==> src/rtl/serial_word_rx.sv <==
// Serial-to-word receiver: regroups MSB-first bits into N-bit words behind a 2-entry valid/ready FIFO.
// Define PARITY_CHECK_EN to append and check a trailing even-parity bit per frame.
module serial_word_rx #(
    parameter int unsigned N = 4
) (
    input  logic         clk,
    input  logic         rstn,
    input  logic         bit_in,
    input  logic         bit_valid,
    input  logic         frame_clear,
    output logic [N-1:0] word_out,
    output logic         word_valid,
    input  logic         word_ready,
    output logic         overflow,
    input  logic         ovf_clear,
    output logic         parity_err
);

`ifdef PARITY_CHECK_EN
    localparam int unsigned F  = N + 1;
    localparam int unsigned AW = N;
`else
    localparam int unsigned F  = N;
    // the last data bit goes straight to the FIFO, so only N-1 bits need holding
    localparam int unsigned AW = N - 1;
`endif
    localparam int unsigned CW = $clog2(F + 1);

    logic [AW-1:0] asm_q, asm_d;
    logic [CW-1:0] cnt_q, cnt_d;
    logic [N-1:0]  mem_q [2];
    logic [N-1:0]  mem_d [2];
    logic          wr_q, wr_d, rd_q, rd_d;
    logic [1:0]    occ_q, occ_d;
    logic          overflow_d, parity_err_d, word_valid_d;
    logic [N-1:0]  word_out_d;
    logic          frame_done, frame_good, push, pop, drop;
    logic [N-1:0]  frame_word;

    // Frame assembly and bit counting
    always_comb begin
        asm_d      = asm_q;
        cnt_d      = cnt_q;
        frame_done = 1'b0;
        if (frame_clear) begin
            asm_d = '0;
            cnt_d = '0;
        end else if (bit_valid) begin
            if (cnt_q < CW'(N)) begin
                asm_d = AW'({asm_q, bit_in});
            end
            if (cnt_q == CW'(F - 1)) begin
                cnt_d      = '0;
                frame_done = 1'b1;
            end else begin
                cnt_d = cnt_q + CW'(1);
            end
        end
    end

`ifdef PARITY_CHECK_EN
    assign frame_word = asm_q;
    assign frame_good = ~(^{asm_q, bit_in});
`else
    assign frame_word = {asm_q, bit_in};
    assign frame_good = 1'b1;
`endif

    // FIFO bookkeeping and registered output next-state
    always_comb begin
        mem_d        = mem_q;
        wr_d         = wr_q;
        rd_d         = rd_q;
        pop          = word_valid && word_ready;
        push         = frame_done && frame_good && ((occ_q != 2'd2) || pop);
        drop         = frame_done && frame_good && !push;
        if (push) begin
            mem_d[wr_q] = frame_word;
            wr_d        = ~wr_q;
        end
        if (pop) begin
            rd_d = ~rd_q;
        end
        occ_d        = occ_q + 2'(push) - 2'(pop);
        overflow_d   = drop ? 1'b1 : (ovf_clear ? 1'b0 : overflow);
        parity_err_d = frame_done && !frame_good;
        word_valid_d = (occ_d != 2'd0);
        word_out_d   = mem_d[rd_d];
    end

    always_ff @(posedge clk or negedge rstn) begin
        if (!rstn) begin
            asm_q      <= '0;
            cnt_q      <= '0;
            mem_q[0]   <= '0;
            mem_q[1]   <= '0;
            wr_q       <= 1'b0;
            rd_q       <= 1'b0;
            occ_q      <= 2'd0;
            overflow   <= 1'b0;
            parity_err <= 1'b0;
            word_valid <= 1'b0;
            word_out   <= '0;
        end else begin
            asm_q      <= asm_d;
            cnt_q      <= cnt_d;
            mem_q[0]   <= mem_d[0];
            mem_q[1]   <= mem_d[1];
            wr_q       <= wr_d;
            rd_q       <= rd_d;
            occ_q      <= occ_d;
            overflow   <= overflow_d;
            parity_err <= parity_err_d;
            word_valid <= word_valid_d;
            word_out   <= word_out_d;
        end
    end

endmodule
==> config.mk <==
export PLATFORM = sky130hd
export DESIGN_NAME = serial_word_rx
export DESIGN_NICKNAME = d
export VERILOG_FILES = /design/src/rtl/serial_word_rx.sv
export SDC_FILE = /design/constraint.sdc
export NUM_CORES = 1
export LEC_CHECK = 0
export CORE_MARGIN = 2
export CORE_UTILIZATION = 58
export DETAILED_ROUTE_END_ITERATION = 7
export GPL_ROUTABILITY_DRIVEN = 1
export GPL_TIMING_DRIVEN = 0
export PLACE_DENSITY = 0.82
export SYNTH_ARGS = -nofsm -noshare
export SYNTH_HDL_FRONTEND = slang
export SYNTH_SLANG_ARGS = --single-unit
==> constraint.sdc <==
create_clock -name clk -period 5.81 [get_ports clk]
set_input_delay 0.8715 -clock clk [delete_from_list [all_inputs] [get_ports clk]]
set_output_delay 0.8715 -clock clk [all_outputs]
set_load 0.05 [all_outputs]
== After elaboration in Yosys (flattened, before gate mapping) ==
Cells that the tools add are included.

* Add/subtract/negate cells: 3
* $lt $le $gt $ge: 4
* Eq/ne operators: 2
* Multiplexer cells: 19
* Bitwise gates (word level): 4
* Reduce and logical (&&, ||, !) cells: 11

{| class="wikitable"
|+ Operators with widths
! kind !! number
|-
| 3-bit two-way mux || 6
|-
| 4-bit two-way mux || 4
|-
| 8-bit bitwise mux || 1
|-
| 8-bit two-way mux || 1
|-
| 2-bit nonzero test || 4
|-
| 1-bit two-way mux || 6
|-
| 4-bit demux with 1-bit select || 1
|-
| 2-bit greater-or-equal comparator, second input constant || 2
|-
| 1-bit logical AND || 4
|-
| 1-bit inverter with 2-bit output || 2
|-
| 3-bit by 1-bit adder with 3-bit output, second input constant || 1
|-
| 3-bit by 2-bit equality test with 1-bit output, second input constant || 1
|-
| 3-bit < comparator, second input constant || 1
|-
| 2-bit by 1-bit adder with 2-bit output || 1
|-
| 2-bit by 1-bit < comparator with 1-bit output, second input constant || 1
|-
| 2-bit != test, second input constant || 1
|-
| 1-bit inverter || 2
|-
| 2-bit AND reduction || 1
|-
| 2-bit by 1-bit subtractor with 2-bit output || 1
|-
| 1-bit logical NOT || 1
|-
| 1-bit logical OR || 1
|}

* Bits in registers: 24
* Input port bits: 7
* Logic and storage cells: 53

== Depth between registers and ports, before layout ==
Gate-level depths: netlist of run 1.

* Depth after elaboration: 10
* Gate-level depth with buffers: 10
* Depth with buffers taken out: 10

== Worst setup path before layout of run 1 ==
OpenSTA, ideal clock, no wires.

* Path kind: input-to-reg
* Start point: input frame_clear
* End point: register word_valid
* Setup time: 0.127 ns
* Arrival: 2.498 ns
* Setup slack: 3.185 ns
* Stages: 9
* Buffers on the path: 0
* Cell sequence: nand4bb_4 > a21oi_1 > inv_1 > ha_1 > inv_1 > ha_1 > xnor2_1 > xnor2_1 > or2_2

* Cells in the longest elaborated chain, start to end: 5

{| class="wikitable"
|+ RTL lines
! what !! line !! text
|-
| start, declared || 10 || <nowiki>input logic frame_clear,</nowiki>
|-
| 1-bit two-way mux || 45 || <nowiki>if (frame_clear) begin</nowiki>
|-
| 1-bit logical AND || 75 || <nowiki>push = frame_done && frame_good && ((occ_q != 2'd2) || pop);</nowiki>
|-
| 2-bit by 1-bit adder with 2-bit output || 84 || <nowiki>occ_d = occ_q + 2'(push) - 2'(pop);</nowiki>
|-
| 2-bit by 1-bit subtractor with 2-bit output || 84 ||
|-
| via occ_d[1] || 34 || <nowiki>logic [1:0] occ_q, occ_d;</nowiki>
|-
| 2-bit nonzero test || 87 || <nowiki>word_valid_d = (occ_d != 2'd0);</nowiki>
|-
| via word_valid_d || 35 || <nowiki>logic overflow_d, parity_err_d, word_valid_d;</nowiki>
|-
| end signal, assigned || 114 || <nowiki>word_valid <= word_valid_d;</nowiki>
|-
| end, declared || 12 || <nowiki>output logic word_valid,</nowiki>
|}

The timed path passes the listed nets, and every way through them passes these cells.
A chain may end at the register's enable or synchronous reset.

== Worst setup path after layout of run 1 ==
Same ends and word-level chain as after synthesis.

==> results of run 1 <==
-- metrics by stage --
stage | worst slack (ps) | power, mW | util | hold WS, ps | cell area [µm²]
4_1_cts | 2740 | 0.456 | 0.700 | 518 | 1360
3_3_place_gp | 2430 | 0.377 | 0.689 | 487 | 1340
3_5_place_dp | 2390 | 0.383 | 0.689 | 490 | 1340
5_1_grt | 2550 | 0.481 | 0.700 | 556 | 1360
6_report | 2710 | 0.451 | 0.700 | 517 | 1360
2_1_floorplan | 3180 | 0.338 | - | 474 | 1180
-- layer usage --
layer	part of all wire	wire, µm
met2	0.49	1020
met1	0.45	951
met5	0	0
met3	0.036	75
met4	0.021	44
-- cells in the mapped netlist (all sizes together) --
master	n
conb	1
nor2b	1
mux2i	6
ha	3
nand4bb	1
nand3	1
a211oi	3
nor2	4
a22oi	3
and4bb	1
dfrtp	24
a31oi	1
and2b	1
o221ai	7
buf	1
a21oi	3
a2111o	1
o32ai	2
o21bai	1
xnor2	4
nand2	2
nand2b	3
or2	1
a21boi	1
nand3b	1
mux2	8
and3b	1
inv	8
-- path summary, 6_finish.rpt --
check                                        to  slack, ps
min in group asynchronous  asm_q[2]$_DFFE_PN0P_       1110
hold / removal               mem_q[2]$_DFF_PN0_        520
hold reg to reg              mem_q[2]$_DFF_PN0_        520
setup reg to reg           word_valid$_DFF_PN0_       3340
max in group asynchronous    occ_q[1]$_DFF_PN0_       4070
setup / recovery           word_valid$_DFF_PN0_       2710
-- state kept, by name (all words and copies together) (netlist names) --
| name | cells |
|---|---|
| wr_q | 1 |
| occ_q | 2 |
| asm_q | 3 |
| cnt_q | 3 |
| word_out | 4 |
| overflow | 1 |
| mem_q | 8 |
| word_valid | 1 |
| rd_q | 1 |
-- logic make-up (layout without fill, tap and decap cells) --
group                    count (synthesis)  count (layout)  synth area share
AO/OA/AOI/OAI                           22              22             0.166
XOR/XNOR                                 4               4            0.0296
adder cells (fa/ha/maj)                  3               3            0.0317
buffers and inverters                    9              24            0.0317
flip-flops                              24              24             0.507
multiplexers                            14              14             0.127
other                                    1               1           0.00317
AND/OR/NAND/NOR                         17              17             0.104
-- area by class of cell --
class / count / area, µm²
Sequential cell: 24 / 601
Clock buffer: 3 / 22.5
Tap cell: 27 / 33.8
Multi-Input combinational cell: 61 / 546
Fill cell: 147 / 582
Inverter: 8 / 30.0
Buffer: 1 / 7.51
Timing Repair Buffer: 12 / 120
-- report_power, final --
part           switching, mW  internal (mW)
registers             0.0181          0.191
clock network         0.0471         0.0243
logic                  0.102         0.0686
total                  0.168          0.284
==> results.ini, run 1 <==
[placement]
gp_congestion=0.832
dp_hpwl_um=1530
placedCellCount=133
numPortBuffers=12

[route]
drt_pre_antenna_iters=4
vias=784
ant_nets=0
drt-total-wl_um=2090
drt_iter0_markers=3
route.detailed.drc=0
wl_per_cell_um=15.4
viasPerCell=5.76

[logic_synthesis]
ys_seq_elements=24
yosys-top-cells-area=dfrtp_1, mux2_2, o221ai_1, mux2i_1, a211oi_4
netlist_area_um2=1180
syn_inst=94
synth_cell_types=30
synth.net_count=104
synth_top_cell_by_area=dfrtp_1
synth_top_area_share=0.507
ys_seq_area_frac=0.507
ys_warn_count=0
syn-mean-instance-area_um2=12.6

[setup_path]
r2r_start=cnt_q[0]$_DFFE_PN0P_
crit_path_max_incr_delay_ps=550
crit_fanout=8
crit_path_cell_trace=clkdlybuf4s50_1 > nand4bb_4 > a21oi_1 > inv_1 > ha_1 > inv_1 > ha_1 > xnor2_1 > xnor2_1 > or2_2
cp_top_family=buffers and inverters
worst_r2r_path_depth=10
critPathRequiredTime_ps=6020
setup.worst_path.start_class=primary input
crit_path_start=frame_clear
cp-end-kind=flip-flop
cp_slowest_cell=clkdlybuf4s50_1
cp_num_cells=10
criticalPathCategory=primary input to flip-flop
path_buf_inv=3
cp.arrival_ps=3310

[clock_network]
cts_made_buffers=3
cts_sinks=24
cts_tree=built
cts_resized=0
clkTransAtPathRegs_ps=120
clockBufferDepth=2
clockRootBuffer=clkbuf_4
hold_buffers=0
post_cts_buffers=0
insertion_delay_ps=310
h-tree-depth=1

[global_route]
met3_usage=0.0307
gr-usage-met1=0.274
overflow=0
grt.busiest_layer=met2
grt_pass1_vias=805
grt_max_degree=25
grt_pass1_wl_um=3660
use_met2=0.320
grt_usage=0.203
antenna_found_initial=0

[layout]
syn2layout_area_growth_pct=14.9
final_common_cell=dfrtp_1
layout_common_cells=dfrtp_1, clkdlybuf4s50_1, mux2_2
antenna_cells=0
finalNonFillerCells=136
drive_gt1_frac=0.165
final_nets=121

[pwr]
leakagePower_nw=0.591
p_per_area_nw_per_um2=332
ir_drop_mv=0.241

[sta]
fin_setup_tns_ps=0
grt_setup_unrepaired=false
setup_viol=0
maxSlewViolCount=0
timing.fmax_ghz=0.323
min_period_over_period=0.534
slew-limit-headroom=0.298
hold_violations=0
worst_pin_slew_ps=1050
skew_ps=4.97
min_period_ps=3100

[min_path]
hold_depth=1
hp-start=mem_q[2]$_DFF_PN0_
hold_class=flip-flop to flip-flop

[floorplanning]
io_pins=14
rows=16
fp.coreArea_um2=1940
die_w_um=49.2
start_util=0.610
die_area_um2=2420
dieHeight_um=49.2

[outcome]
status=finished, final reports clean

[run]
max_cap_violations=0

Note: power is estimated with default switching activity, not from simulation.
==> inputs of run 2 (changes only) <==
- CORE_UTILIZATION: 58 -> 48
- PLACE_DENSITY: 0.82 -> 0.73
- clock period: 5.81 -> 2.66 ns (I/O delays scaled with it)
==> run 2 against run 1 <==
  * Sequential cell count unchanged
  * Via count increased by 0.26%
  * Design area increased by 0.37%
  * Sequential share of layout area decreased by 0.16 points
  * Clock skew increased by 1.1 ps
  * Non-clock buffer count unchanged
==> results.ini, run 2 (synthesized netlist as in run 1, its figures left out) <==
[sta]
holdWs_ps=519
slew-limit-headroom=0.290
maxSlewViolCount=0
min_period_ps=2490
min_period_over_period=0.938
skew_ps=6.05
setup_viol=0
grt_setup_unrepaired=false
worst_pin_slew_ps=1060
hold_violations=0
timing.fmax_ghz=0.401

[layout]
drive_gt1_frac=0.174
final_common_cell=dfrtp_1
antenna_cells=0
nFillCells=191
syn2layout_area_growth_pct=15.3
finalNonFillerCells=137
largestRegisters=mem_q x8, word_out x4
final_nets=121
regMostFlops=mem_q
layout_common_cells=dfrtp_1, clkdlybuf4s50_1, mux2_2
largest_reg_flops=8
utilization=0.600

[route]
vias=786
drt_iter0_markers=21
wl_per_cell_um=15.4
ant_nets=0
drt_pre_antenna_iters=4
viasPerCell=5.74
drt-total-wl_um=2110
route.detailed.drc=0

[run]
max_cap_violations=0

[clock_network]
insertion_delay_ps=310
clockRootBuffer=clkbuf_4
clkTransAtPathRegs_ps=130
hold_buffers=0
post_cts_buffers=0
cts_made_buffers=3
clockBufferDepth=2
cts_tree=built
cts_sinks=24
h-tree-depth=1

[setup_path]
path_buf_inv=3
worst_r2r_path_depth=10
cp-end-kind=flip-flop
setup.worst_path.start_class=primary input
criticalPathCategory=primary input to flip-flop
r2r-end=word_valid$_DFF_PN0_
cp.arrival_ps=2700
cp_num_cells=10
critPathRequiredTime_ps=2870
crit_path_cell_trace=clkdlybuf4s50_1 > nand4bb_4 > a21oi_2 > inv_1 > ha_1 > inv_1 > ha_1 > xnor2_1 > xnor2_1 > or2_2
crit_path_start=frame_clear
cp-endpoint=word_valid$_DFF_PN0_
r2r_slack_ps=330
crit_path_max_incr_delay_ps=540
cp_slowest_cell=clkdlybuf4s50_1
r2r_start=cnt_q[0]$_DFFE_PN0P_
cp_top_family=buffers and inverters
crit_fanout=8

[min_path]
hold_class=flip-flop to flip-flop

[pwr]
leakagePower_nw=0.591
finalPower_mw=0.986
ir_drop_mv=0.492
p_per_area_nw_per_um2=723

[placement]
placedCellCount=134
numPortBuffers=12
dp_hpwl_um=1520
gp_congestion=0.833

[global_route]
grt_pass1_vias=843
grt_pass1_wl_um=3750
grt_max_degree=25
antenna_found_initial=0
grt_usage=0.183
overflow=0

[floorplanning]
fp.coreArea_um2=2280
start_util=0.520
die_w_um=53.7
dieHeight_um=53.7
rows=17
io_pins=14
die_area_um2=2880

[outcome]
status=finished, final reports clean

run 2: cell type report:
class	count	area, µm²	share of cell area
plain buffers	1	7.51	0.00550
clock buffers	3	22.5	0.0165
inverters	8	30.0	0.0220
multi-input cells	61	549	0.402
flip-flops and latches	24	601	0.440
well taps	28	35.0	0.0257
repair buffers	12	120	0.0880
run 2: worst min-delay path by stage:
stage / startpoint / slack (ps) / cells after the start / to
6_report: mem_q[2]$_DFF_PN0_ / 520 / 1 / mem_q[2]$_DFF_PN0_
5_1_grt: mem_q[6]$_DFF_PN0_ / 540 / 1 / mem_q[6]$_DFF_PN0_
4_1_cts: mem_q[2]$_DFF_PN0_ / 530 / 1 / mem_q[2]$_DFF_PN0_
3_5_place_dp: mem_q[2]$_DFF_PN0_ / 500 / 1 / mem_q[2]$_DFF_PN0_
3_3_place_gp: mem_q[2]$_DFF_PN0_ / 490 / 1 / mem_q[2]$_DFF_PN0_
2_1_floorplan: rstn / 100 / 0 / asm_q[0]$_DFFE_PN0P_
run 2: what timing repair did:
action | in CTS | in global routing
hold endpoints to repair | 0 | 0
gates resized for setup | 0 | 1
setup endpoints to repair | 0 | 1
run 2: metrics by stage:
stage / worst slack (ps) / area [µm²] / setup TNS, ps
global placement: -276 / 1340 / -289
finish: 166 / 1370 / 0
CTS: 21.2 / 1360 / 0
floorplan: 231 / 1180 / 0
detailed placement: -314 / 1340 / -370
global route: 7.30 / 1370 / 0
run 2: worst register-to-register path, stage by stage (launching register included):
cell       delay, ps
dfrtp_1          380
ha_1             250
nand4bb_4        200
a21oi_2          220
inv_1            120
ha_1             290
inv_1             40
ha_1             180
xnor2_1          130
xnor2_1          140
or2_2            270
run 2: metal layers:
metal	global-route usage	vias to the layer above	wire length [µm]
met5	0	-	0
met2	0.300	14	1040
met3	0.0250	2	62
met1	0.244	394	989
met4	0.0769	0	17
li1	-	376	-
run 2: power breakdown:
group	switching (mW)	internal, mW
clock network	0.104	0.0529
registers	0.0380	0.417
logic	0.225	0.150
==> inputs of run 3 (changes only) <==
- SLEW_MARGIN: unset -> 20
==> run 3 against run 2 <==
  * Sequential power barely moved
  * Core utilization fell by 0.22 points
  * Cell count unchanged
  * Fmax did not move
  * Routed wire length decreased by 0.14%
  * Non-clock buffer count unchanged
  * Largest power group unchanged
  * Hold slack worse by 470 ps
  * Register-to-register slack about the same
  * Highest routed layer unchanged
  * Power is essentially flat
==> results.ini, run 3 (synthesized netlist as in run 1, its figures left out) <==
[outcome]
status=finished, final reports clean

[clock_network]
cts_sinks=24
h-tree-depth=1
hold_buffers=0
clockBufferDepth=2
clockRootBuffer=clkbuf_4
post_cts_buffers=0
clkTransAtPathRegs_ps=130
cts_made_buffers=3
insertion_delay_ps=310
cts_tree=built

[setup_path]
crit_path_start=frame_clear
cp_top_family=buffers and inverters
cp-end-kind=flip-flop
cp.arrival_ps=2700
crit_path_max_incr_delay_ps=540
cp_slowest_cell=clkdlybuf4s50_1
path_buf_inv=3
criticalPathCategory=primary input to flip-flop
setup.worst_path.start_class=primary input
crit_fanout=8
r2r_start=cnt_q[0]$_DFFE_PN0P_
critPathRequiredTime_ps=2870
crit_path_cell_trace=clkdlybuf4s50_1 > nand4bb_4 > a21oi_2 > inv_1 > ha_1 > inv_1 > ha_1 > xnor2_1 > xnor2_1 > or2_2

[floorplanning]
io_pins=14
rows=17
die_w_um=53.7
start_util=0.520
fp.coreArea_um2=2280
dieHeight_um=53.7
die_area_um2=2880

[global_route]
grt_usage=0.183
overflow=0
grt_max_degree=25
grt_pass1_wl_um=3750
antenna_found_initial=0
grt_pass1_vias=843

[layout]
final_nets=121
drive_gt1_frac=0.183
final_common_cell=dfrtp_1
finalInstanceArea_um2=1360
syn2layout_area_growth_pct=14.9
largest_reg_flops=8
regMostFlops=mem_q
nFillCells=191
layout_common_cells=dfrtp_1, clkdlybuf4s50_1, mux2_2
utilization=0.598
largestRegisters=mem_q x8, word_out x4
finalNonFillerCells=137
antenna_cells=0

[sta]
slew-limit-headroom=0.645
min_period_ps=2490
timing.fmax_ghz=0.401
min_period_over_period=0.938
worst_pin_slew_ps=532
hold_violations=0
maxSlewViolCount=0
skew_ps=6.05
setup_viol=0
grt_setup_unrepaired=false

[route]
viasPerCell=5.74
drt_iter0_markers=21
drt-total-wl_um=2110
vias=787
wl_per_cell_um=15.4
drt_pre_antenna_iters=4
ant_nets=0
route.detailed.drc=0

[placement]
gp_congestion=0.833
dp_hpwl_um=1520
placed_area_um2=1340
numPortBuffers=12
placedCellCount=134

[min_path]
hold_class=primary input to asynchronous set/reset pin

[pwr]
finalPower_mw=0.986
leakagePower_nw=0.591
p_per_area_nw_per_um2=725
ir_drop_mv=0.492

[run]
max_cap_violations=0

## run 3: timing repair
action,CTS,global route
endpoints found under the setup margin,0,1
endpoints found under the hold margin,0,0
resized for setup,0,1
## run 3: area by class of cell
class,count,area [µm²],area share
sequential,24,601,0.442
multi-input combinational,61,549,0.404
timing repair buffer,12,115,0.0846
tap,28,35.0,0.0258
inverter,8,30.0,0.0221
clock buffer,3,22.5,0.0166
buffer,1,7.51,0.00552
## run 3: path summary, 6_finish.rpt
kind	slack, ps	cells after the start	end
setup / recovery	170	10	word_valid$_DFF_PN0_
hold / removal	50	1	rd_q$_DFF_PN0_
setup reg to reg	330	10	word_valid$_DFF_PN0_
hold reg to reg	520	1	mem_q[2]$_DFF_PN0_
max in group asynchronous	2260	1	cnt_q[1]$_DFFE_PN0P_
min in group clk	520	1	mem_q[2]$_DFF_PN0_
## run 3: where the power goes
group          leakage (nW)  switching (mW)  internal (mW)  total, mW
registers             0.317          0.0380          0.417      0.455
clock network        0.0138           0.104         0.0529      0.157
logic                 0.260           0.225          0.149      0.374
total                 0.591           0.367          0.619      0.986
## run 3: routing by layer
| metal | up-vias | wire length [µm] | global-route usage |
|---|---|---|---|
| li1 | 376 | - | - |
| met3 | 2 | 62 | 0.0250 |
| met2 | 14 | 1050 | 0.300 |
| met5 | - | 0 | 0 |
| met1 | 395 | 984 | 0.244 |
| met4 | 0 | 17 | 0.0769 |
## run 3: stage by stage
stage               hold WS [ps]  setup WS, ps  setup TNS (ps)
CTS                          526          21.2               0
global route                87.5          7.30               0
detailed placement           502          -314            -370
floorplan                    103           231               0
global placement             488          -276            -289
finish                      50.3           166               0
